File: config.mk
export PLATFORM = sky130hd
export DESIGN_NAME = mem_port_arbiter
export DESIGN_NICKNAME = d
export VERILOG_FILES = /design/src/rtl/mem_port_arbiter.sv
export SDC_FILE = /design/constraint.sdc
export NUM_CORES = 1
export LEC_CHECK = 0
export BUFFER_PORTS_ARGS = -buffer_cell sky130_fd_sc_hd__buf_2
export CORE_AREA = 2 2 135 137
export DETAILED_ROUTE_END_ITERATION = 10
export DIE_AREA = 0 0 137 139
export PLACE_DENSITY = 0.8
export SYNTH_ARGS = -nofsm -noshare
export SYNTH_HDL_FRONTEND = slang
export SYNTH_SLANG_ARGS = --single-unit
export TNS_END_PERCENT = 5
File: constraint.sdc
create_clock -name clk -period 2.4 [get_ports clk]
set_input_delay 0.48 -clock clk [delete_from_list [all_inputs] [get_ports clk]]
set_output_delay 0.48 -clock clk [all_outputs]
set_load 0.1 [all_outputs]
File: src/rtl/mem_port_arbiter.sv
// Arbiter sharing one memory port between instruction fetch and load/store, LSU-priority with IF starvation guard.
// Optional MEM_ARB_MISALIGN_CHK_EN: misaligned requests get an immediate error response with no memory access.
module mem_port_arbiter #(
  parameter int N          = 13,
  parameter int MAX_STARVE = 4
) (
  input  logic          clk,
  input  logic          rst_n,
  input  logic          if_req_valid,
  output logic          if_req_ready,
  input  logic [N-1:0]  if_req_addr,
  output logic          if_rsp_valid,
  output logic [31:0]   if_rsp_data,
`ifdef MEM_ARB_MISALIGN_CHK_EN
  output logic          if_rsp_err,
  output logic          ls_rsp_err,
`endif
  input  logic          ls_req_valid,
  output logic          ls_req_ready,
  input  logic          ls_req_we,
  input  logic [1:0]    ls_req_size,
  input  logic [N-1:0]  ls_req_addr,
  input  logic [63:0]   ls_req_wdata,
  output logic          ls_rsp_valid,
  output logic [63:0]   ls_rsp_data,
  output logic          mem_req,
  output logic          mem_we,
  output logic [N-1:0]  mem_addr,
  output logic [63:0]   mem_wdata,
  output logic [7:0]    mem_wstrb,
  input  logic [63:0]   mem_rdata,
  input  logic          mem_rvalid
);
  localparam logic [1:0] S_IDLE  = 2'd0;
  localparam logic [1:0] S_ISSUE = 2'd1;
  localparam logic [1:0] S_WAIT  = 2'd2;
  localparam logic [1:0] S_RESP  = 2'd3;
  localparam int SW = $clog2(MAX_STARVE + 1);

  logic [1:0]    state_q, state_d;
  logic          own_ls_q, own_ls_d;
  logic [N-1:0]  addr_q, addr_d;
  logic          we_q, we_d;
  logic [1:0]    size_q, size_d;
  logic [63:0]   wdata_q, wdata_d;
  logic [63:0]   rdata_q, rdata_d;
  logic [SW-1:0] starve_q, starve_d;
  logic          idle, force_if, grant_ls, grant_if, issue, resp;

  function automatic logic [63:0] size_mask(input logic [1:0] s);
    case (s)
      2'd0:    size_mask = 64'h0000_0000_0000_00FF;
      2'd1:    size_mask = 64'h0000_0000_0000_FFFF;
      2'd2:    size_mask = 64'h0000_0000_FFFF_FFFF;
      default: size_mask = 64'hFFFF_FFFF_FFFF_FFFF;
    endcase
  endfunction

  function automatic logic [7:0] size_strb(input logic [1:0] s);
    case (s)
      2'd0:    size_strb = 8'h01;
      2'd1:    size_strb = 8'h03;
      2'd2:    size_strb = 8'h0F;
      default: size_strb = 8'hFF;
    endcase
  endfunction

  assign idle     = (state_q == S_IDLE);
  assign issue    = (state_q == S_ISSUE);
  assign resp     = (state_q == S_RESP);
  assign force_if = (starve_q == SW'(MAX_STARVE)) && if_req_valid;
  assign grant_ls = idle && ls_req_valid && !force_if;
  assign grant_if = idle && if_req_valid && !grant_ls;

  assign if_req_ready = grant_if;
  assign ls_req_ready = grant_ls;

`ifdef MEM_ARB_MISALIGN_CHK_EN
  logic err_q, err_d, mis;
  logic [2:0] ls_low;
  always_comb begin
    case (ls_req_size)
      2'd0:    ls_low = 3'b000;
      2'd1:    ls_low = 3'b001;
      2'd2:    ls_low = 3'b011;
      default: ls_low = 3'b111;
    endcase
    mis = grant_ls ? |(ls_req_addr[2:0] & ls_low) : |if_req_addr[1:0];
  end
`endif

  always_comb begin
    state_d  = state_q;
    own_ls_d = own_ls_q;
    addr_d   = addr_q;
    we_d     = we_q;
    size_d   = size_q;
    wdata_d  = wdata_q;
    rdata_d  = rdata_q;
    starve_d = starve_q;
`ifdef MEM_ARB_MISALIGN_CHK_EN
    err_d    = err_q;
`endif
    case (state_q)
      S_IDLE: begin
        if (grant_ls || grant_if) begin
          own_ls_d = grant_ls;
          addr_d   = grant_ls ? ls_req_addr : if_req_addr;
          we_d     = grant_ls && ls_req_we;
          size_d   = grant_ls ? ls_req_size : 2'd2;
          wdata_d  = grant_ls ? ls_req_wdata : 64'd0;
          rdata_d  = 64'd0;
          state_d  = S_ISSUE;
`ifdef MEM_ARB_MISALIGN_CHK_EN
          err_d    = mis;
          if (mis) state_d = S_RESP;
`endif
        end
        // IF losing to LSU ages the guard; any IF win or IF idle resets it
        if (!if_req_valid || grant_if)
          starve_d = '0;
        else if (grant_ls && starve_q != SW'(MAX_STARVE))
          starve_d = starve_q + SW'(1);
      end
      S_ISSUE: state_d = S_WAIT;
      S_WAIT: begin
        if (mem_rvalid) begin
          rdata_d = we_q ? 64'd0 : (mem_rdata & size_mask(size_q));
          state_d = S_RESP;
        end
      end
      default: state_d = S_IDLE;
    endcase
  end

  always_ff @(posedge clk or negedge rst_n) begin
    if (!rst_n) begin
      state_q  <= S_IDLE;
      own_ls_q <= 1'b0;
      addr_q   <= '0;
      we_q     <= 1'b0;
      size_q   <= 2'd0;
      wdata_q  <= 64'd0;
      rdata_q  <= 64'd0;
      starve_q <= '0;
`ifdef MEM_ARB_MISALIGN_CHK_EN
      err_q    <= 1'b0;
`endif
    end else begin
      state_q  <= state_d;
      own_ls_q <= own_ls_d;
      addr_q   <= addr_d;
      we_q     <= we_d;
      size_q   <= size_d;
      wdata_q  <= wdata_d;
      rdata_q  <= rdata_d;
      starve_q <= starve_d;
`ifdef MEM_ARB_MISALIGN_CHK_EN
      err_q    <= err_d;
`endif
    end
  end

  assign mem_req      = issue;
  assign mem_we       = issue && we_q;
  assign mem_addr     = issue ? addr_q : '0;
  assign mem_wdata    = issue ? wdata_q : 64'd0;
  assign mem_wstrb    = (issue && we_q) ? size_strb(size_q) : 8'h00;
  assign if_rsp_valid = resp && !own_ls_q;
  assign ls_rsp_valid = resp && own_ls_q;
  assign if_rsp_data  = if_rsp_valid ? rdata_q[31:0] : 32'd0;
  assign ls_rsp_data  = ls_rsp_valid ? rdata_q : 64'd0;
`ifdef MEM_ARB_MISALIGN_CHK_EN
  assign if_rsp_err   = if_rsp_valid && err_q;
  assign ls_rsp_err   = ls_rsp_valid && err_q;
`endif
endmodule

Yosys cells after proc, flatten, opt, wreduce, memory -nomap -nowiden
Cells that the tools add are included.

Register bits: 150. Latch bits: 0. Memory bits (writable): 0. Memory bits (read-only): 0. Input bits: 162. Output and inout bits: 187. Word-level logic and storage cells: 64. Memories: 0.

$add $sub $neg: 1. Multipliers: 0. Divide/modulo/power cells: 0. Magnitude comparators: 0. Equal/unequal tests: 9. Shift operators: 0. Muxes and demuxes: 21. Bitwise logic cells: 1. Reduce and logical (&&, ||, !) cells: 24.

Operators by type and width (number): 2-to-1 mux 64 bit (8); one-hot mux 64 bit (3 select lines) (1); one-hot mux 64 bit (2 select lines) (1); AND 64 bit (1); 2-to-1 mux 32 bit (1); 2-to-1 mux 13 bit (2); one-hot mux 8 bit (3 select lines) (1); logical AND 1 bit (10); 2-to-1 mux 8 bit (1); equality test 2 bit (second input constant) (3); 2-to-1 mux 2 bit (3); 2-to-1 mux 3 bit (2); one-hot mux 2 bit (3 select lines) (1); AND reduction 2 bit (3); equality test 2 x 1 -> 1 bit (second input constant) (2); zero test 1 bit (4); zero test 2 bit (2); nonzero test 2 bit (2); adder 3 x 1 -> 3 bit (second input constant) (1); equality test 3 bit (second input constant) (1); != test 3 bit (second input constant) (1); AND reduction 3 bit (1); logical OR 1 bit (2); != test 2 x 1 -> 1 bit (second input constant) (1); != test 2 bit (second input constant) (1).

Depth between registers and ports, before layout
Depth after elaboration: 9. Depth in mapped cells: 8. Gate-level depth less buffers: 5.

Least setup slack after synthesis
OpenSTA, ideal clock, no wires.

Path type: register -> output. From: reg state_q[1]. To: out mem_wstrb[5]. Data arrival time: 3.667 ns. Data required time: 1.920 ns. Path slack: -1.747 ns. Stages on the path, launching flop included: 6. Cells stage by stage: dfrtp_1 > inv_1 > ha_1 > and3_1 > and2_1 > buf_4.

Cells in the longest elaborated chain, start to end: 3.

RTL lines: start: declaration (line 40) `logic [1:0] state_q, state_d;`; start signal: assignment (line 150) `state_q <= state_d;`; equality test 2 x 1 -> 1 bit (line 69) `assign issue = (state_q == S_ISSUE);`; net mem_req (line 26) `output logic mem_req,`; logical AND 1 bit (line 168) `assign mem_wstrb = (issue && we_q) ? size_strb(size_q) : 8'h00;`; 2-to-1 mux 8 bit (line 168); end: declaration (line 30) `output logic [7:0] mem_wstrb,`.

The timed path passes the listed nets, and every way through them passes these cells.

Worst setup path in the final report
From: reg state_q[0]. To: out if_rsp_data[10].

Cells in the longest elaborated chain, start to end: 3.

RTL lines: equality test 2 bit (line 70) `assign resp = (state_q == S_RESP);`; logical AND 1 bit (line 169) `assign if_rsp_valid = resp && !own_ls_q;`; 2-to-1 mux 32 bit (line 171) `assign if_rsp_data = if_rsp_valid ? rdata_q[31:0] : 32'd0;`; end: declaration (line 13) `output logic [31:0] if_rsp_data,`.

No other way between the ends.

==> flow_summary.toml <==
[detailed_routing]
drc = 0
totalWireLength_mm = 25.7
viasPerCell = 5.44
ant_nets = 0
drtIter0Drc = 323
drt-pass1-iter-count = 6
wl_per_cell_microns = 20.5
vias = 6807

[sta]
drv_slew = 0
setup_viol = 0
max_slew.worst_pin.slew_ns = 0.763
fin_crit_sh_pct = 99.9
hold_violations = 0
whs_ns = 0.0265
slew-limit-headroom_pct = 49.0
max_freq_mhz = 417
fin_crit_ns = 2.40
grt_setup_unrepaired = "true"
fin_skew_ns = 0.00993

[pwr]
power_density_nw_per_um2 = 1290
combPwrFrac_pct = 59.5
p_clk_share_pct = 15.7
power_frac_seq_pct = 24.8
p_sw_share_pct = 47.7
vdd_ir_drop_max_v = 0.000944
leakage_nw = 6.46
p_int_w = 0.00879
switching_power_w = 0.00800

[setup_path]
crit_chain = "buf_4 -> ha_2 -> nor2b_4 -> buf_6 -> and2_1 -> buf_12"
cp_max_fo = 16
critPathArrivalTime_ns = 1.92
critPathMaxStageDelay_ns = 0.35
cp-start-kind = "flip-flop"
required_ns = 1.92
critPathKind = "reg -> out"
critPathCaptureType = "output pin"
crit_slowest_cell = "dfrtp_1"

[flow_run]
max_cap_violations = 0

[grt]
grt_usage_pct = 26.1
grt_pass1_vias = 7038
grt_max_degree = 66
grt_pass1_wl_mm = 38.4
antenna_found_initial = 1
grt_overflow_total = 0

[layout]
final_cells = 1251
drive_gt1_share_pct = 48.7
diodes = 0
nNetsFinal = 1178
multi_input_comb_area_sq_um = 3290
syn_to_final_growth_pct = 79.8
seq_area_sq_um = 3750
nFillCells = 1070

[logic_synthesis]
syn_avg_cell_area_sq_um = 10.9
ys.warnings.count = 0
syn-num-nets = 833
ys_ff_latch = 150
synth_area_sq_um = 7220
yosysSeqAreaShare_pct = 52.0
synth_cells = 664
yosys.cell_types.count = 35
synth_edf_count = 0
synth_area_leader_cell = "dfrtp_1"
synth_top_flop_cell = "dfrtp_1"
synth_area_leaders = "dfrtp_1 (52%), a22o_1 (12%), and2_1 (10%)"
synth_most_common_cell = "dfrtp_1"
synth.cells.most_frequent = "dfrtp_1 (150), and2_1 (115), a22o_1 (98), and3_1 (89), clkbuf_1 (40)"
netlist.area_leader.share_pct = 52.0
postSynth.asyncResetShare_pct = 100

[placed_design]
dp_cells = 1205
gp_congestion = 0.799
io_buffer_count = 348
hpwl_mm = 17.8

[die]
fp.dieW_microns = 137
core_area_sq_um = 17700
io_pins = 349
dieHeight_microns = 139
rows = 49
initial_utilization_pct = 40.9
die_area_sq_um = 19000

[clock_network]
numCtsBuffers = 17
path_clk_slew_ns = 0.06
clock_path_buffers = 2
clkLatencyLatePin_ns = 0.42
clockRootBuffer = "clkbuf_16"
cts_tree = "done"
clock-sinks = 150
cts-hold-fix-buffers = 0
cts-htree-levels = 4

[hold_path]
hp-class = "in -> async"

[run_status]
outcome = "complete, no violations"
[sequential cells by signal (all words and copies together), names as in the netlist]
signal    flops
wdata_q      64
rdata_q      64
state_q       2
size_q        2
own_ls_q      1
we_q          1
starve_q      3
addr_q       13
[cells in the final DEF, fill, tap and decap left out, types with 25 or more instances in the layout]
cell     count
nand2_1     34
and3_1      88
a22o_1      98
mux2_1      25
and2_2      28
and2_1      56
buf_4       32
buf_2      161
and2_4      31
buf_12     189
dfrtp_1    150
[timing repair]
action                     in CTS  in global routing
pin swaps                       1                  3
resized for setup               7                 38
gates cloned                    2                  3
setup endpoints to repair      50                 95
setup buffers                   3                  6
[metal layers]
layer	global-route usage (%)	part of all wire [%]	vias up
met1	30.4	36	3360
li1	-	-	3024
met5	0	0.051	-
met4	9.06	2.4	2
met2	45.8	53	362
met3	6.94	8.3	59
[critical path, delay by kind of cell, from the launching register on]
| kind | cells | cell delay, ns |
|---|---|---|
| adders and majority gates | 1 | 0.21 |
| buffers and inverters | 3 | 0.52 |
| DFF | 1 | 0.35 |
| and+or+nand+nor | 2 | 0.42 |
[power by group through the flow]
stage                     combinational (W)  clock (W)  sequential, W
after global routing                 0.0104    0.00279        0.00425
after floorplan                     0.00630          0        0.00388
after global placement              0.00918          0        0.00406
after detailed placement            0.00941          0        0.00411
after CTS                           0.00961    0.00268        0.00410
final                               0.00999    0.00264        0.00416
[cells by family after synthesis]
family | after synthesis | synth area share (%)
flops | 150 | 52.0
simple gates | 267 | 22.0
mux | 34 | 5.14
compound gates | 123 | 14.3
fa+ha+maj | 7 | 1.21
buf+inv | 83 | 5.42
[path summary, 6_finish.rpt]
| path | startpoint | endpoint | slack (ns) | depth (start not counted) |
|---|---|---|---|---|
| min in group clk | mem_rdata[58] | rdata_q[58] | 0.27 | 2 |
| max | state_q[0] | if_rsp_data[10] | 0.003 | 6 |
| max in group asynchronous | rst_n | wdata_q[34] | 1.66 | 2 |
| max reg2reg | state_q[1] | rdata_q[4] | 0.12 | 6 |
| min reg2reg | addr_q[1] | addr_q[1] | 0.49 | 2 |
| min | rst_n | rdata_q[41] | 0.03 | 1 |
[area by class of cell]
type | count | area share (%)
Timing Repair Buffer | 393 | 38.6
Tap cell | 229 | 2.21
Sequential cell | 150 | 28.9
Multi-Input combinational cell | 432 | 25.3
Clock buffer | 20 | 3.59
Clock inverter | 12 | 0.915
Inverter | 15 | 0.434
[metrics by stage]
stage	utilization (%)	total power [W]	setup TNS, ns	instance area, sq um	setup WS (ns)
final	73.5	0.0168	0	13000	0.00305
after floorplan	-	0.0102	-0.760	7330	-0.149
after CTS	72.3	0.0164	-0.596	12800	-0.0643
after detailed placement	68.5	0.0135	-0.386	12100	-0.0686
after global routing	73.5	0.0175	-4.46	13000	-0.102
after global placement	68.5	0.0132	0	12100	0.0550
Note: power is estimated with default switching activity, not from simulation.
